## config.mk

```make
export PLATFORM = sky130hd
export DESIGN_NAME = ltc2315_responder
export DESIGN_NICKNAME = d
export VERILOG_FILES = /design/src/rtl/ltc2315_pkg.sv /design/src/rtl/sync_edge.sv /design/src/rtl/ltc2315_responder.sv
export SDC_FILE = /design/constraint.sdc
export NUM_CORES = 1
export LEC_CHECK = 0
export BUFFER_PORTS_ARGS = -buffer_cell sky130_fd_sc_hd__clkbuf_2
export CORE_MARGIN = 8
export CORE_UTILIZATION = 58
export CTS_BUF_LIST = sky130_fd_sc_hd__clkbuf_2 sky130_fd_sc_hd__clkbuf_4 sky130_fd_sc_hd__clkbuf_8
export DETAILED_ROUTE_END_ITERATION = 12
export HOLD_SLACK_MARGIN = 0.12
export PLACE_DENSITY = 0.87
export SYNTH_ARGS = -nofsm -noshare
export SYNTH_HDL_FRONTEND = slang
export SYNTH_HIERARCHICAL = 1
export SYNTH_SLANG_ARGS = --single-unit
```

## constraint.sdc

```tcl
create_clock -name clk -period 2.4 [get_ports clk]
set_input_delay 0.12 -clock clk [delete_from_list [all_inputs] [get_ports clk]]
set_output_delay 0.12 -clock clk [all_outputs]
set_load 0.02 [all_outputs]
```

## src/rtl/ltc2315_pkg.sv

```systemverilog
// Shared encodings and default geometry for the LTC2315 responder model.
package ltc2315_pkg;

    // Default converter resolution and frame length in SCK falling edges.
    localparam int DEF_DATA_W    = 12;
    localparam int DEF_FRAME_SCK = 16;

    // Sample source selection; the reserved code behaves like constant.
    typedef enum logic [1:0] {
        MODE_CONST = 2'd0,
        MODE_RAMP  = 2'd1,
        MODE_EXT   = 2'd2,
        MODE_RSVD  = 2'd3
    } mode_e;

    // Responder frame state.
    typedef enum logic [0:0] {
        ST_IDLE  = 1'b0,
        ST_SHIFT = 1'b1
    } state_e;

endpackage

```

## src/rtl/sync_edge.sv

```systemverilog
// Two-flop synchronizer for an asynchronous pin plus rise/fall pulse detection.
// Pulses are one clk wide and appear two clk edges after the pin changes, so a
// registered consumer acts on the third edge.
module sync_edge #(
    parameter logic RST_VAL = 1'b0
) (
    input  logic clk,
    input  logic rst_n,
    input  logic i_pin,
    output logic o_rise,
    output logic o_fall
);

    logic r_meta;
    logic r_sync;
    logic r_prev;

    // Synchronizer chain plus one history flop for edge detection.
    always_ff @(posedge clk or negedge rst_n) begin
        if (!rst_n) begin
            r_meta <= RST_VAL;
            r_sync <= RST_VAL;
            r_prev <= RST_VAL;
        end else begin
            r_meta <= i_pin;
            r_sync <= r_meta;
            r_prev <= r_sync;
        end
    end

    assign o_rise = r_sync & ~r_prev;
    assign o_fall = ~r_sync & r_prev;

endmodule

```

## src/rtl/ltc2315_responder.sv

```systemverilog
// LTC2315 ADC-side SPI responder: presents a leading zero, then the selected
// sample MSB-first, then zero padding, one bit per SCK falling edge.
module ltc2315_responder
    import ltc2315_pkg::*;
#(
    parameter int DATA_W    = DEF_DATA_W,
    parameter int FRAME_SCK = DEF_FRAME_SCK,
    parameter int RAMP_STEP = 1
) (
    input  logic              clk,
    input  logic              rst_n,
    input  logic              cs,
    input  logic              sck,
    output logic              sdo,
    output logic              sdo_oe,
    input  logic [1:0]        mode,
    input  logic [DATA_W-1:0] const_val,
    input  logic [DATA_W-1:0] ext_data,
    input  logic              ext_valid,
    output logic              frame_done,
    output logic              short_frame,
    output logic [15:0]       frame_cnt
);

    localparam int                CNT_W   = $clog2(FRAME_SCK + 1);
    localparam logic [CNT_W-1:0]  CNT_MAX = CNT_W'(FRAME_SCK);
    localparam int                PAD_W   = FRAME_SCK - 1 - DATA_W;

    logic w_cs_rise;
    logic w_cs_fall;
    logic w_sck_fall;
    logic w_unused_sck_rise;

    state_e                r_state;
    logic [FRAME_SCK-1:0]  r_shift;
    logic [CNT_W-1:0]      r_cnt;
    logic                  r_oe;
    logic                  r_frame_done;
    logic                  r_short_frame;
    logic [15:0]           r_frame_cnt;
    logic [DATA_W-1:0]     r_ramp;
    logic [DATA_W-1:0]     r_ext_hold;

    state_e                w_nxt_state;
    logic [FRAME_SCK-1:0]  w_nxt_shift;
    logic [CNT_W-1:0]      w_nxt_cnt;
    logic                  w_nxt_oe;
    logic                  w_nxt_frame_done;
    logic                  w_nxt_short_frame;
    logic [15:0]           w_nxt_frame_cnt;
    logic [DATA_W-1:0]     w_nxt_ramp;
    logic [DATA_W-1:0]     w_sample;

    // cs idles high, sck idles low.
    sync_edge #(.RST_VAL(1'b1)) u_sync_cs (
        .clk    (clk),
        .rst_n  (rst_n),
        .i_pin  (cs),
        .o_rise (w_cs_rise),
        .o_fall (w_cs_fall)
    );

    sync_edge #(.RST_VAL(1'b0)) u_sync_sck (
        .clk    (clk),
        .rst_n  (rst_n),
        .i_pin  (sck),
        .o_rise (w_unused_sck_rise),
        .o_fall (w_sck_fall)
    );

    // Sample source mux; only consulted when a frame starts.
    always_comb begin
        w_sample = const_val;
        case (mode_e'(mode))
            MODE_CONST: w_sample = const_val;
            MODE_RAMP:  w_sample = r_ramp;
            MODE_EXT:   w_sample = r_ext_hold;
            default:    w_sample = const_val;
        endcase
    end

    // Frame FSM next-state and next-value logic.
    always_comb begin
        w_nxt_state       = r_state;
        w_nxt_shift       = r_shift;
        w_nxt_cnt         = r_cnt;
        w_nxt_oe          = r_oe;
        w_nxt_frame_done  = 1'b0;
        w_nxt_short_frame = 1'b0;
        w_nxt_frame_cnt   = r_frame_cnt;
        w_nxt_ramp        = r_ramp;
        case (r_state)
            ST_IDLE: begin
                if (w_cs_fall) begin
                    // Leading zero lands in the MSB because the sample is
                    // zero-extended before being shifted into place.
                    w_nxt_shift = FRAME_SCK'(w_sample) << PAD_W;
                    w_nxt_cnt   = '0;
                    w_nxt_oe    = 1'b1;
                    w_nxt_state = ST_SHIFT;
                end else begin
                    w_nxt_state = ST_IDLE;
                end
            end
            ST_SHIFT: begin
                // The shift is applied first so a coincident cs rise sees
                // the updated count.
                if (w_sck_fall) begin
                    w_nxt_shift = {r_shift[FRAME_SCK-2:0], 1'b0};
                    if (r_cnt < CNT_MAX) begin
                        w_nxt_cnt = r_cnt + CNT_W'(1);
                    end else begin
                        w_nxt_cnt = r_cnt;
                    end
                end else begin
                    w_nxt_shift = r_shift;
                end
                if (w_cs_rise) begin
                    if (w_nxt_cnt >= CNT_MAX) begin
                        w_nxt_frame_done = 1'b1;
                        w_nxt_frame_cnt  = r_frame_cnt + 16'd1;
                        w_nxt_ramp       = r_ramp + DATA_W'(RAMP_STEP);
                    end else begin
                        w_nxt_short_frame = 1'b1;
                    end
                    w_nxt_shift = '0;
                    w_nxt_oe    = 1'b0;
                    w_nxt_state = ST_IDLE;
                end else begin
                    w_nxt_state = ST_SHIFT;
                end
            end
            default: begin
                w_nxt_shift = '0;
                w_nxt_oe    = 1'b0;
                w_nxt_state = ST_IDLE;
            end
        endcase
    end

    // Frame FSM state and datapath registers.
    always_ff @(posedge clk or negedge rst_n) begin
        if (!rst_n) begin
            r_state       <= ST_IDLE;
            r_shift       <= '0;
            r_cnt         <= '0;
            r_oe          <= 1'b0;
            r_frame_done  <= 1'b0;
            r_short_frame <= 1'b0;
            r_frame_cnt   <= 16'd0;
            r_ramp        <= '0;
        end else begin
            r_state       <= w_nxt_state;
            r_shift       <= w_nxt_shift;
            r_cnt         <= w_nxt_cnt;
            r_oe          <= w_nxt_oe;
            r_frame_done  <= w_nxt_frame_done;
            r_short_frame <= w_nxt_short_frame;
            r_frame_cnt   <= w_nxt_frame_cnt;
            r_ramp        <= w_nxt_ramp;
        end
    end

    // External sample hold, captured on the strobe regardless of frame state.
    always_ff @(posedge clk or negedge rst_n) begin
        if (!rst_n) begin
            r_ext_hold <= '0;
        end else if (ext_valid) begin
            r_ext_hold <= ext_data;
        end else begin
            r_ext_hold <= r_ext_hold;
        end
    end

    assign sdo         = r_shift[FRAME_SCK-1];
    assign sdo_oe      = r_oe;
    assign frame_done  = r_frame_done;
    assign short_frame = r_short_frame;
    assign frame_cnt   = r_frame_cnt;

endmodule

```

# == Yosys cells after proc, flatten, opt, wreduce, memory -nomap -nowiden ==
# Cells that the tools add are included.
# word_totals
n_memories,0
output_inout_bits,20
ram_bits,0
register_bits,71
mem_bits_ro,0
elab_cells,57
latchBits,0
# op_classes
shift,0
div_mod_pow,0
mux,22
multipliers,0
n_bitwise,7
magnitude_cmp,2
n_eq_ne,5
addsub,3
n_reduce_logical,3
# ops
operator,n
16-bit two-way mux,3
16-bit one-hot mux with 2 select lines,1
12-bit one-hot mux with 2 select lines,1
5-bit two-way mux,4
16-bit by 1-bit adder with 16-bit output (second input constant),1
12-bit by 1-bit adder with 12-bit output (second input constant),1
1-bit two-way mux,10
5-bit one-hot mux with 2 select lines,1
5-bit by 1-bit adder with 5-bit output (second input constant),1
5-bit >= comparator (second input constant),1
5-bit less-than comparator (second input constant),1
2-bit by 1-bit inequality test with 1-bit output (second input constant),2
1-bit NOT,4
1-bit one-hot mux with 2 select lines,2
2-bit AND reduction,2
1-bit bitwise AND,3
3-bit by 1-bit inequality test with 1-bit output (second input constant),1
3-bit AND reduction,1
2-bit by 1-bit equality test with 1-bit output (second input constant),1
2-bit equality test (second input constant),1

# == Longest topological paths before layout ==
# Gate-level depths: netlist of run 1.
# depth
word_depth,8
mapped_depth,7
ltp_nobuf,6

# == By module ==
# The synthesis of run 1 kept the hierarchy.
# by_module_without_submodules
module,seq_area_each_um2,area_per_inst_um2,n_inst,cells_per_inst
ltc2315_responder,1551.5,2890.3,1,271
sync_edge at u_sync_cs,78.8,93.8,1,5
sync_edge at u_sync_sck,75.1,90.1,1,5

# == Least setup slack after synthesis of run 1 ==
# No wires, ideal clock.
# synth_timing
path_type,register to register
startpoint,register u_sync_cs.r_sync
endpoint,"register r_frame_cnt[13], in the netlist frame_cnt[13]"
slack_ps,480
t_arrival_ps,1790
synth_period_minus_slack_ps,1920
t_required_ps,2270
path_stages_with_launch,6
path_buffers,0
setup_time_ps,130
cell_sequence,dfstp_2 > nor2b_1 > nand2_1 > nor3_1 > nand4_1 > xnor2_1
# synth_between
elab_chain_cells,2
# synth_rtl
item,line_no,rtl
from (decl),sync_edge.sv:15,logic r_sync;
from (signal assigned),sync_edge.sv:26,r_sync <= r_meta;
1-bit bitwise AND,sync_edge.sv:31,assign o_rise = r_sync & ~r_prev;
named net w_cs_rise,ltc2315_responder.sv:29,logic w_cs_rise;
3-bit AND reduction (no source line),--,
to (signal assigned),ltc2315_responder.sv:159,r_frame_cnt <= w_nxt_frame_cnt;
to (decl),ltc2315_responder.sv:40,logic [15:0] r_frame_cnt;
# The timed path passes the listed nets, and every way through them passes these cells.
# A chain may end at the register's enable or synchronous reset.

# == Final worst setup path of run 1 ==
# layout_timing
startpoint,register u_sync_cs.r_sync
endpoint,register r_ramp[9]
# layout_between
elab_chain_cells,2
# layout_rtl
item,line_no,rtl
1-bit bitwise AND,sync_edge.sv:31,
named net w_cs_rise,ltc2315_responder.sv:29,
3-bit AND reduction (no source line),--,
to (signal assigned),ltc2315_responder.sv:160,r_ramp <= w_nxt_ramp;
to (decl),ltc2315_responder.sv:41,logic [DATA_W-1:0] r_ramp;
# The timed path passes the listed nets, and every way through them passes these cells.

==> summary.md, run 1 <==
| Metric | Value |
|---|---|
| Status | complete, no violations |
| Die area | 7870 sq um |
| Rows | 26 |
| Hold Startpoint | const_val[5] |
| Routed len/inst | 17.2 microns |
| Vias per inst | 5.77 |
| Diodes inserted | 0 |
| PwrDens | 702 nW/um^2 |
| Initial drt markers | 247 |
| GPL Wtd Cong | 0.839 |
| R2r setup slk | 0.34 ns |
| Crit path kind | register to register |
| GRT Overall Usage | 0.203 |
| CTS Buf Count | 9 |
| Post-CTS Resized | 0 |
| Worst setup SP type | register |
| Setup violators final | 0 |
| Post-route antenna net violation count | 0 |
| Required time worst endpoint | 2.67 ns |
| Clock slew at reported path FFs | 0.07 ns |
| Vias in the first global route | 2467 |
| Grt ovf | 0 |
| Largest net degree at the start of global routing | 32 |
| Relative slew slack | 0.469 |
| Yosys warnings | 6 |
| Setup repair bufs after CTS | 0 |
| Fmax | 0.485 GHz |
| Core area | 5110 sq um |
| Final Max Tran Viols | 0 |
| Root Buffer | clkbuf_8 |
| Share of post-route cells with drive strength above 1 | 0.265 |
| P_leak | 1.80 nW |
| First-pass GRT wire length | 12.1 mm |
| Area growth syn-to-layout | 24.1% |
| Vias | 2493 |
| HP Class | input pin to register |
| Final WL | 7.41 mm |
| RSZ-0062 raised after global routing | no |
| Hold Violations, Final | 0 |
| DPL Wire Length | 4.84 mm |
| Port Buf Inserts | 50 |
| Synth Instances | 280 |
| Critical Path End Type | register |
| H-tree levels | 3 |
| Worst Skew | 0.0106 ns |
| Maxcap violations | 0 |
| Most common cell after layout, fill and taps aside | dfrtp_1 |
| Critical Path AT | 2.33 ns |
| Initial antenna violation count | 0 |
| Crit Path Max Fanout | 8 |
| Syn Area/Cell | 11.0 sq um |
| Top Ports | 51 |
| CTS Sinks | 68 |
| TritonCTS clock tree | done |
| Hold buffers post-CTS | 21 |
| Tmin final | 2.06 ns |
| Worst-Margin Slew | 0.795 ns |
| CP startpoint | u_sync_cs/r_sync$_DFF_PN1_ |
| Reg-to-reg startpoint | u_sync_cs/r_sync$_DFF_PN1_ |
| Clock buffer depth | 2 |
| Layout fillers | 358 |
| Post-synthesis cell area | 3070 sq um |
| Starting Density | 0.601 |
| Tcrit/Tclk final | 0.860 |
| DR pass1 iterations | 4 |
| Worst skew pair latency | 0.34 ns |
| Commonest cells after routing, fill and taps aside | 65 x dfrtp_1, 49 x clkbuf_2, 24 x a21oi_1, 23 x nor2_1, 21 x dlygate4sd3_1 |
| Layout Nets | 393 |
| Worst VDD drop | 0.000450 V |
| Tot Pwr | 2.67 mW |
| Remaining DRCs | 0 |
| Setup TNS | 0 ns |
| Die Wd | 88.7 microns |
| Die H | 88.7 microns |
| Syn nets | 316 |
-- worst max-delay path, cell delays in order (launching register included) --
cell and delay [ns]:
dfstp_2 0.53, nor2b_1 0.29, nand2_1 0.25, or4_4 0.61, nor3_2 0.16, xor2_1 0.15
-- routing by layer --
| metal | up-vias | global-route usage | wire (microns) |
|---|---|---|---|
| met5 | - | 0 | 0 |
| met4 | 0 | 0.117 | 261 |
| met3 | 28 | 0.0390 | 451 |
| met2 | 115 | 0.311 | 3590 |
| met1 | 1211 | 0.262 | 3110 |
| li1 | 1139 | - | - |
-- area by class of cell --
class,count,area (sq um),share of cell area
sequential,68,1710,0.448
inverter,5,18.8,0.00493
clock buffer,12,165,0.0434
multi-input combinational,196,1300,0.342
clock inverter,4,22.5,0.00592
tap,70,87.6,0.0230
timing repair buffer,77,505,0.133
-- flip-flops by register name, summed over array words and instances (netlist names) --
name,flops
short_frame,1
r_shift,13
u_sync_cs/r_sync,1
u_sync_cs/r_prev,1
u_sync_sck/r_meta,1
r_state,1
r_ramp,12
u_sync_sck/r_prev,1
sdo_oe,1
u_sync_cs/r_meta,1
frame_done,1
r_ext_hold,12
r_cnt,5
u_sync_sck/r_sync,1
frame_cnt,16
-- stage by stage --
stage,std cells,setup WS (ns),hold WS (ns),util,area (sq um)
2_1_floorplan,280,0.480,-0.176,-,3070
3_3_place_gp,395,0.433,0.196,0.668,3410
3_5_place_dp,395,0.350,0.203,0.668,3410
4_1_cts,432,0.328,0.124,0.745,3810
5_1_grt,432,0.201,0.165,0.745,3810
6_report,432,0.336,0.150,0.745,3810
-- path summary, 6_finish.rpt --
kind | end | cells after the start
setup / recovery | r_ramp[9]$_DFFE_PN0P_ | 5
hold / removal | r_shift[8]$_DFFE_PN0P_ | 3
setup reg to reg | r_ramp[9]$_DFFE_PN0P_ | 5
hold reg to reg | u_sync_sck/r_sync$_DFF_PN0_ | 0
max in group asynchronous | u_sync_cs/r_prev$_DFF_PN1_ | 3
min in group asynchronous | r_shift[3]$_DFFE_PN0P_ | 2
-- report_power, final --
part           switching [mW]  internal, mW  total (mW)
logic                   0.232         0.191       0.422
registers              0.0933          1.28        1.37
clock network           0.420         0.454       0.875
total                   0.745          1.93        2.67
No activity file was read; power rests on OpenSTA's default activity.
==> run 2: changes to the inputs <==
--- a/config.mk
+++ b/config.mk
@@ -7,11 +7,11 @@
 export LEC_CHECK = 0
 export BUFFER_PORTS_ARGS = -buffer_cell sky130_fd_sc_hd__clkbuf_2
 export CORE_MARGIN = 8
-export CORE_UTILIZATION = 58
+export CORE_UTILIZATION = 52
 export CTS_BUF_LIST = sky130_fd_sc_hd__clkbuf_2 sky130_fd_sc_hd__clkbuf_4 sky130_fd_sc_hd__clkbuf_8
 export DETAILED_ROUTE_END_ITERATION = 12
 export HOLD_SLACK_MARGIN = 0.12
-export PLACE_DENSITY = 0.87
+export PLACE_DENSITY = 0.82
 export SYNTH_ARGS = -nofsm -noshare
 export SYNTH_HDL_FRONTEND = slang
 export SYNTH_HIERARCHICAL = 1
==> constraint.sdc (replaced) <==
create_clock -name clk -period 1.8 [get_ports clk]
set_input_delay 0.09 -clock clk [delete_from_list [all_inputs] [get_ports clk]]
set_output_delay 0.09 -clock clk [all_outputs]
set_load 0.02 [all_outputs]
==> run 2 against run 1 <==
  * Final cell count up 3.2%
  * Core utilization is 6.4 points lower
  * Final area increased by 4.1%
  * Total power increased by 44%
  * Sequential power increased by 33%
  * Sequential share of layout area is 1.8 points lower
  * Worst hold slack gained 0.050 ns
  * Combinational power is 43% higher
  * Die area grew 9.4%
  * Setup slack worse by 0.29 ns
  * Routed wire length up 1.5%
  * Global-route usage fell by 1.2 points
==> summary.md, run 2 (synthesized netlist as in run 1, its figures left out) <==
| Metric | Value |
|---|---|
| Vias in the first global route | 2616 (was 2467) |
| Setup violators final | 0 (unchanged) |
| Relative slew slack | 0.575 (was 0.469) |
| Vias per inst | 5.58 (was 5.77) |
| Worst Skew | 0.0104 ns (was 0.0106 ns) |
| Most common cell after layout, fill and taps aside | dfrtp_1 (unchanged) |
| Port Buf Inserts | 50 (unchanged) |
| R2r setup slk | 0.05 ns (was 0.34 ns) |
| Layout Nets | 401 (was 393) |
| Initial antenna violation count | 1 (was 0) |
| Final WL | 7.52 mm (was 7.41 mm) |
| Hold endpoint | r_shift[6]$_DFFE_PN0P_ (was r_shift[8]$_DFFE_PN0P_) |
| Status | complete, no violations (unchanged) |
| Starting Density | 0.528 (was 0.601) |
| Tmin final | 1.75 ns (was 2.06 ns) |
| Worst Hold Depth | 5 (was 3) |
| Top sig layer | met4 (unchanged) |
| Worst-Margin Slew | 0.637 ns (was 0.795 ns) |
| Remaining DRCs | 0 (unchanged) |
| Root Buffer | clkbuf_8 (unchanged) |
| Vias | 2488 (was 2493) |
| Worst setup SP type | register (unchanged) |
| Final Core Density | 0.681 (was 0.745) |
| Fmax | 0.571 GHz (was 0.485 GHz) |
| Hold Startpoint | const_val[3] (was const_val[5]) |
| Setup TNS | 0 ns (unchanged) |
| Final Max Tran Viols | 0 (unchanged) |
| Commonest cells after routing, fill and taps aside | 65 x dfrtp_1, 49 x clkbuf_2, 24 x a21oi_1, 22 x dlygate4sd3_1, 21 x nor2_1 (was 65 x dfrtp_1, 49 x clkbuf_2, 24 x a21oi_1, 23 x nor2_1, 21 x dlygate4sd3_1) |
| Crit path buf inv count | 0 (unchanged) |
| Grt ovf | 0 (unchanged) |
| CTS Buf Count | 9 (unchanged) |
| Top Ports | 51 (unchanged) |
| Clock slew at reported path FFs | 0.08 ns (was 0.07 ns) |
| Die area | 8610 sq um (was 7870 sq um) |
| Setup repair bufs after CTS | 0 (unchanged) |
| Crit path kind | register to register (unchanged) |
| GRT Overall Usage | 0.191 (was 0.203) |
| Initial drt markers | 177 (was 247) |
| Critical Path End Type | register (unchanged) |
| GPL Wtd Cong | 0.792 (was 0.839) |
| Critical Path AT | 2.02 ns (was 2.33 ns) |
| Reg2reg end | r_ramp[11]$_DFFE_PN0P_ (was r_ramp[9]$_DFFE_PN0P_) |
| Hold slack final | 0.200 ns (was 0.150 ns) |
| TritonCTS clock tree | done (unchanged) |
| PwrDens | 969 nW/um^2 (was 702 nW/um^2) |
| Share of post-route cells with drive strength above 1 | 0.300 (was 0.265) |
| Core area | 5820 sq um (was 5110 sq um) |
| Largest net degree at the start of global routing | 41 (was 32) |
| Area growth syn-to-layout | 29.2% (was 24.1%) |
| Max FFs per register | 16 (unchanged) |
| Psw | 1.06 mW (was 0.745 mW) |
| CP max stage cell | or4_4 (unchanged) |
| R2R cell count | 5 (unchanged) |
| Wire length on met2 | 3.81 mm (was 3.59 mm) |
| Worst-path cell chain | nor2b_4 -> nand2_2 -> or4_4 -> nor2_2 -> xor2_1 (was nor2b_1 -> nand2_1 -> or4_4 -> nor3_2 -> xor2_1) |
| Reg-to-reg startpoint | u_sync_cs/r_sync$_DFF_PN1_ (unchanged) |
| Placed insts | 407 (was 395) |
| Die Wd | 92.8 microns (was 88.7 microns) |
| Rows | 28 (was 26) |
| Wire length on met3 | 301 microns (was 451 microns) |
| Post-route antenna net violation count | 0 (unchanged) |
| Comb pwr share | 0.157 (was 0.158) |
| Clock buffer depth | 2 (unchanged) |
| CTS Sinks | 68 (unchanged) |
| Finished Layout Cells | 446 (was 432) |
| Tcrit/Tclk final | 0.973 (was 0.860) |
| Worst skew pair latency | 0.35 ns (was 0.34 ns) |
| First-pass GRT wire length | 13.0 mm (was 12.1 mm) |
| Max incr delay on CP | 0.58 ns (was 0.61 ns) |
| Routed len/inst | 16.9 microns (was 17.2 microns) |
| DR pass1 iterations | 5 (was 4) |
| Hold Violations, Final | 0 (unchanged) |
| Maxcap violations | 0 (unchanged) |
| H-tree levels | 3 (unchanged) |
| Required time worst endpoint | 2.07 ns (was 2.67 ns) |
| Seq pwr share | 0.475 (was 0.514) |
| Crit Path Max Fanout | 5 (was 8) |
| CP delay by family, top | simple AND/OR/NAND/NOR gates (unchanged) |
| Switch share | 0.276 (was 0.279) |
| Clk network pwr share | 0.368 (was 0.327) |
| DP Worst Slack | 0.0459 ns (was 0.350 ns) |
| HP Class | input pin to register (unchanged) |
| M1 WL | 3.14 mm (was 3.11 mm) |
| Worst VDD drop | 0.000519 V (was 0.000450 V) |
| P_leak | 1.88 nW (was 1.80 nW) |
| RSZ-0062 raised after global routing | yes (was no) |
| Final setup margin | 0.0490 ns (was 0.336 ns) |
| DPL Wire Length | 4.93 mm (was 4.84 mm) |
| Die H | 92.8 microns (was 88.7 microns) |
| Internal power | 2.78 mW (was 1.93 mW) |
-- run 2: changes by cell type in the layout (fill, tap and decap cells not counted), sizes merged --
cell         change
clkbuf           -3
buf              +7
diode            +1
dlygate4sd3      +1
clkinv           -1
inv              +2
bufinv           +2
-- run 2: tightest hold or removal path: stages --
cell and delay (ns):
clkbuf_2 0.08, nor2b_1 0.10, nor3_1 0.06, a21oi_1 0.11, a21oi_1 0.07
-- run 2: per-layer routing --
| layer | track usage | up-vias |
|---|---|---|
| met5 | 0 | - |
| met4 | 0.129 | 0 |
| met3 | 0.0348 | 24 |
| met2 | 0.294 | 79 |
| met1 | 0.240 | 1224 |
| li1 | - | 1161 |
-- run 2: how the worst max path moves through the flow --
stage	startpoint	to	slack, ns	cells after the start
2_1_floorplan	u_sync_cs/r_sync$_DFF_PN1_	r_ramp[9]$_DFFE_PN0P_	0.05	5
3_3_place_gp	u_sync_sck/r_sync$_DFF_PN0_	r_ramp[9]$_DFFE_PN0P_	0.11	5
3_5_place_dp	u_sync_cs/r_sync$_DFF_PN1_	r_shift[11]$_DFFE_PN0P_	0.05	5
4_1_cts	u_sync_sck/r_sync$_DFF_PN0_	r_ramp[11]$_DFFE_PN0P_	0.03	5
5_1_grt	u_sync_cs/r_sync$_DFF_PN1_	r_ramp[9]$_DFFE_PN0P_	-0.02	5
6_report	u_sync_cs/r_sync$_DFF_PN1_	r_ramp[11]$_DFFE_PN0P_	0.05	5
-- run 2: final cells by class --
class / instances / area (sq um)
Antenna cell: 1 / 2.50
Tap cell: 75 / 93.8
Inverter: 5 / 18.8
Timing Repair Buffer: 85 / 581
Sequential cell: 68 / 1710
Clock buffer: 9 / 124
Multi-Input combinational cell: 196 / 1340
Clock inverter: 7 / 98.8
Fill cell: 423 / 1850
-- run 2: power groups by stage --
stage	combinational [mW]	clock, mW	sequential, mW
final	0.602	1.41	1.82
after global routing	0.675	1.51	1.85
after CTS	0.593	1.43	1.82
after detailed placement	0.556	0	1.85
after global placement	0.531	0	1.84
after floorplan	0.356	0	1.83
-- run 2: what timing repair did --
item,4_1_cts,5_1_grt
hold buffers,22,0
endpoints found under the setup margin,0,18
resized for setup,0,7
endpoints found under the hold margin,46,0
-- run 2: through the flow --
step | cell area, sq um | power [mW]
finish | 3960 | 3.84
global route | 3960 | 4.03
CTS | 3930 | 3.85
detailed placement | 3490 | 2.40
global placement | 3490 | 2.37
floorplan | 3080 | 2.19
==> run 3: changes to the inputs <==
--- a/config.mk
+++ b/config.mk
@@ -6,12 +6,13 @@
 export NUM_CORES = 1
 export LEC_CHECK = 0
 export BUFFER_PORTS_ARGS = -buffer_cell sky130_fd_sc_hd__clkbuf_2
+export CORE_ASPECT_RATIO = 0.8
 export CORE_MARGIN = 8
-export CORE_UTILIZATION = 52
+export CORE_UTILIZATION = 25
 export CTS_BUF_LIST = sky130_fd_sc_hd__clkbuf_2 sky130_fd_sc_hd__clkbuf_4 sky130_fd_sc_hd__clkbuf_8
 export DETAILED_ROUTE_END_ITERATION = 12
 export HOLD_SLACK_MARGIN = 0.12
-export PLACE_DENSITY = 0.82
+export PLACE_DENSITY = 0.48
 export SYNTH_ARGS = -nofsm -noshare
 export SYNTH_HDL_FRONTEND = slang
 export SYNTH_HIERARCHICAL = 1
==> run 3 against run 2 <==
  * Clock power down 9.9%
  * Global-route usage down 9.3 points
  * Count of clock-buffer cells in the layout up 1
  * Routed wire length down 0.13%
  * Maximum frequency up 1.9%
  * Non-clock buffer count up 6
  * Flip-flop and latch count unchanged
  * Final cell count up 18%
  * Setup slack better by 0.032 ns
==> summary.md, run 3 (synthesized netlist as in run 1, its figures left out) <==
| Metric | Value |
|---|---|
| Clock buffer depth | 2 (unchanged) |
| GRT Overall Usage | 0.0978 (was 0.191) |
| GPL Wtd Cong | 0.753 (was 0.792) |
| TritonCTS clock tree | done (unchanged) |
| Area growth syn-to-layout | 32.8% (was 29.2%) |
| P_leak | 1.89 nW (was 1.88 nW) |
| Remaining DRCs | 0 (unchanged) |
| Placed insts | 490 (was 407) |
| Crit Path Max Fanout | 4 (was 5) |
| Worst skew pair latency | 0.34 ns (was 0.35 ns) |
| Final Core Density | 0.338 (was 0.681) |
| Core area | 12100 sq um (was 5820 sq um) |
| Max incr delay on CP | 0.61 ns (was 0.58 ns) |
| First-pass GRT wire length | 12.5 mm (was 13.0 mm) |
| Status | complete, no violations (unchanged) |
| Critical Path End Type | register (unchanged) |
| Setup repair bufs after CTS | 0 (unchanged) |
| Tcrit/Tclk final | 0.955 (was 0.973) |
| Final Max Tran Viols | 0 (unchanged) |
| Top Ports | 51 (unchanged) |
| Worst Skew | 0.0130 ns (was 0.0104 ns) |
| Post-route antenna net violation count | 0 (unchanged) |
| Root Buffer | clkbuf_8 (unchanged) |
| Hold Violations, Final | 0 (unchanged) |
| DP Worst Slack | 0.0691 ns (was 0.0459 ns) |
| Layout fillers | 1240 (was 423) |
| Setup violators final | 0 (unchanged) |
| Crit path kind | register to register (unchanged) |
| Initial drt markers | 109 (was 177) |
| Critical Path AT | 1.98 ns (was 2.02 ns) |
| Layout Nets | 407 (was 401) |
| Tot Pwr | 3.71 mW (was 3.84 mW) |
| Vias in the first global route | 2408 (was 2616) |
| Maxcap violations | 0 (unchanged) |
| Share of post-route cells with drive strength above 1 | 0.303 (was 0.300) |
| Diodes inserted | 0 (was 1) |
| CP delay by family, top | simple AND/OR/NAND/NOR gates (unchanged) |
| Most common cell after layout, fill and taps aside | dfrtp_1 (unchanged) |
| Grt ovf | 0 (unchanged) |
| Placed Area | 3630 sq um (was 3490 sq um) |
| Worst VDD drop | 0.000356 V (was 0.000519 V) |
| PwrDens | 910 nW/um^2 (was 969 nW/um^2) |
| DR pass1 iterations | 4 (was 5) |
| Starting Density | 0.254 (was 0.528) |
| Worst-path cell chain | and2b_2 -> a41oi_4 -> or4_4 -> nor2_1 -> xor2_1 (was nor2b_4 -> nand2_2 -> or4_4 -> nor2_2 -> xor2_1) |
| Largest net degree at the start of global routing | 69 (was 41) |
| Post-route cell area | 4080 sq um (was 3960 sq um) |
| DPL Wire Length | 5.36 mm (was 4.93 mm) |
| CTS Buf Count | 9 (unchanged) |
| Clock slew at reported path FFs | 0.08 ns (about the same) |
| Routed len/inst | 14.2 microns (was 16.9 microns) |
| CP max stage cell | or4_4 (unchanged) |
| Vias | 2344 (was 2488) |
| Worst-Margin Slew | 0.633 ns (was 0.637 ns) |
| H-tree levels | 3 (unchanged) |
| Die H | 115 microns (was 92.8 microns) |
| Die Wd | 140 microns (was 92.8 microns) |
| Worst setup SP type | register (unchanged) |
| Max FFs per register | 16 (unchanged) |
| Hold slack final | 0.196 ns (was 0.200 ns) |
| Setup TNS | 0 ns (unchanged) |
| RSZ-0062 raised after global routing | yes (unchanged) |
| Port Buf Inserts | 50 (unchanged) |
| Initial antenna violation count | 0 (was 1) |
| Final WL | 7.51 mm (was 7.52 mm) |
| HP Class | input pin to register (unchanged) |
| Vias per inst | 4.44 (was 5.58) |
| Relative slew slack | 0.578 (was 0.575) |
| Final setup margin | 0.0810 ns (was 0.0490 ns) |
| Finished Layout Cells | 528 (was 446) |
| Fmax | 0.582 GHz (was 0.571 GHz) |
| Commonest cells after routing, fill and taps aside | 65 x dfrtp_1, 49 x clkbuf_2, 24 x a21oi_1, 23 x nor2_1, 22 x dlygate4sd3_1 (was 65 x dfrtp_1, 49 x clkbuf_2, 24 x a21oi_1, 22 x dlygate4sd3_1, 21 x nor2_1) |
| Required time worst endpoint | 2.06 ns (was 2.07 ns) |
| Tmin final | 1.72 ns (was 1.75 ns) |
| Crit path buf inv count | 0 (unchanged) |
| Die area | 16100 sq um (was 8610 sq um) |
| Rows | 36 (was 28) |
| CTS Sinks | 68 (unchanged) |
-- run 3: cell types whose count changed in the layout (fill, tap and decap cells not counted), moves of 2 or more --
| cell | change |
|---|---|
| buf_4 | +6 |
| nor2_1 | +2 |
| inv_6 | -2 |
| nor2_2 | -2 |
-- run 3: path summary, 6_finish.rpt --
| kind | from | end | slack (ns) | depth (start not counted) |
|---|---|---|---|---|
| max | u_sync_sck/r_sync$_DFF_PN0_ | r_ramp[11]$_DFFE_PN0P_ | 0.08 | 5 |
| max reg2reg | u_sync_sck/r_sync$_DFF_PN0_ | r_ramp[11]$_DFFE_PN0P_ | 0.08 | 5 |
| max in group asynchronous | rst_n | u_sync_cs/r_meta$_DFF_PN1_ | 1.17 | 3 |
| min in group asynchronous | rst_n | r_cnt[2]$_DFFE_PN0P_ | 0.30 | 3 |
| min | const_val[3] | r_shift[6]$_DFFE_PN0P_ | 0.20 | 5 |
| min reg2reg | u_sync_cs/r_meta$_DFF_PN1_ | u_sync_cs/r_sync$_DFF_PN1_ | 0.36 | 0 |
-- run 3: worst min-delay path, stage by stage --
cell	delay, ns
clkbuf_2	0.08
nor2b_1	0.10
nor3_1	0.06
a21oi_1	0.11
a21oi_1	0.07
-- run 3: repair_timing --
action	CTS	global route
endpoints found under the hold margin	89	0
endpoints found under the setup margin	0	15
resized for setup	0	4
hold buffers	22	0
-- run 3: where the power goes --
group	internal [mW]	switching [mW]
sequential	1.71	0.120
clock	0.675	0.591
combinational	0.301	0.315
total	2.68	1.03
-- run 3: layout make-up --
type                            instances  area (sq um)  area share
Tap cell                              152           190      0.0467
Sequential cell                        68          1710       0.418
Clock buffer                           10           138      0.0338
Clock inverter                          6          63.8      0.0157
Inverter                                5          18.8     0.00461
Timing Repair Buffer                   91           626       0.154
Multi-Input combinational cell        196          1330       0.327
-- run 3: layer usage --
layer | track usage | routed length (microns) | vias up
li1 | - | - | 1169
met1 | 0.131 | 3740 | 1136
met2 | 0.152 | 3490 | 33
met3 | 0.0295 | 210 | 6
met4 | 0.0238 | 60 | 0
met5 | 0 | 0 | -
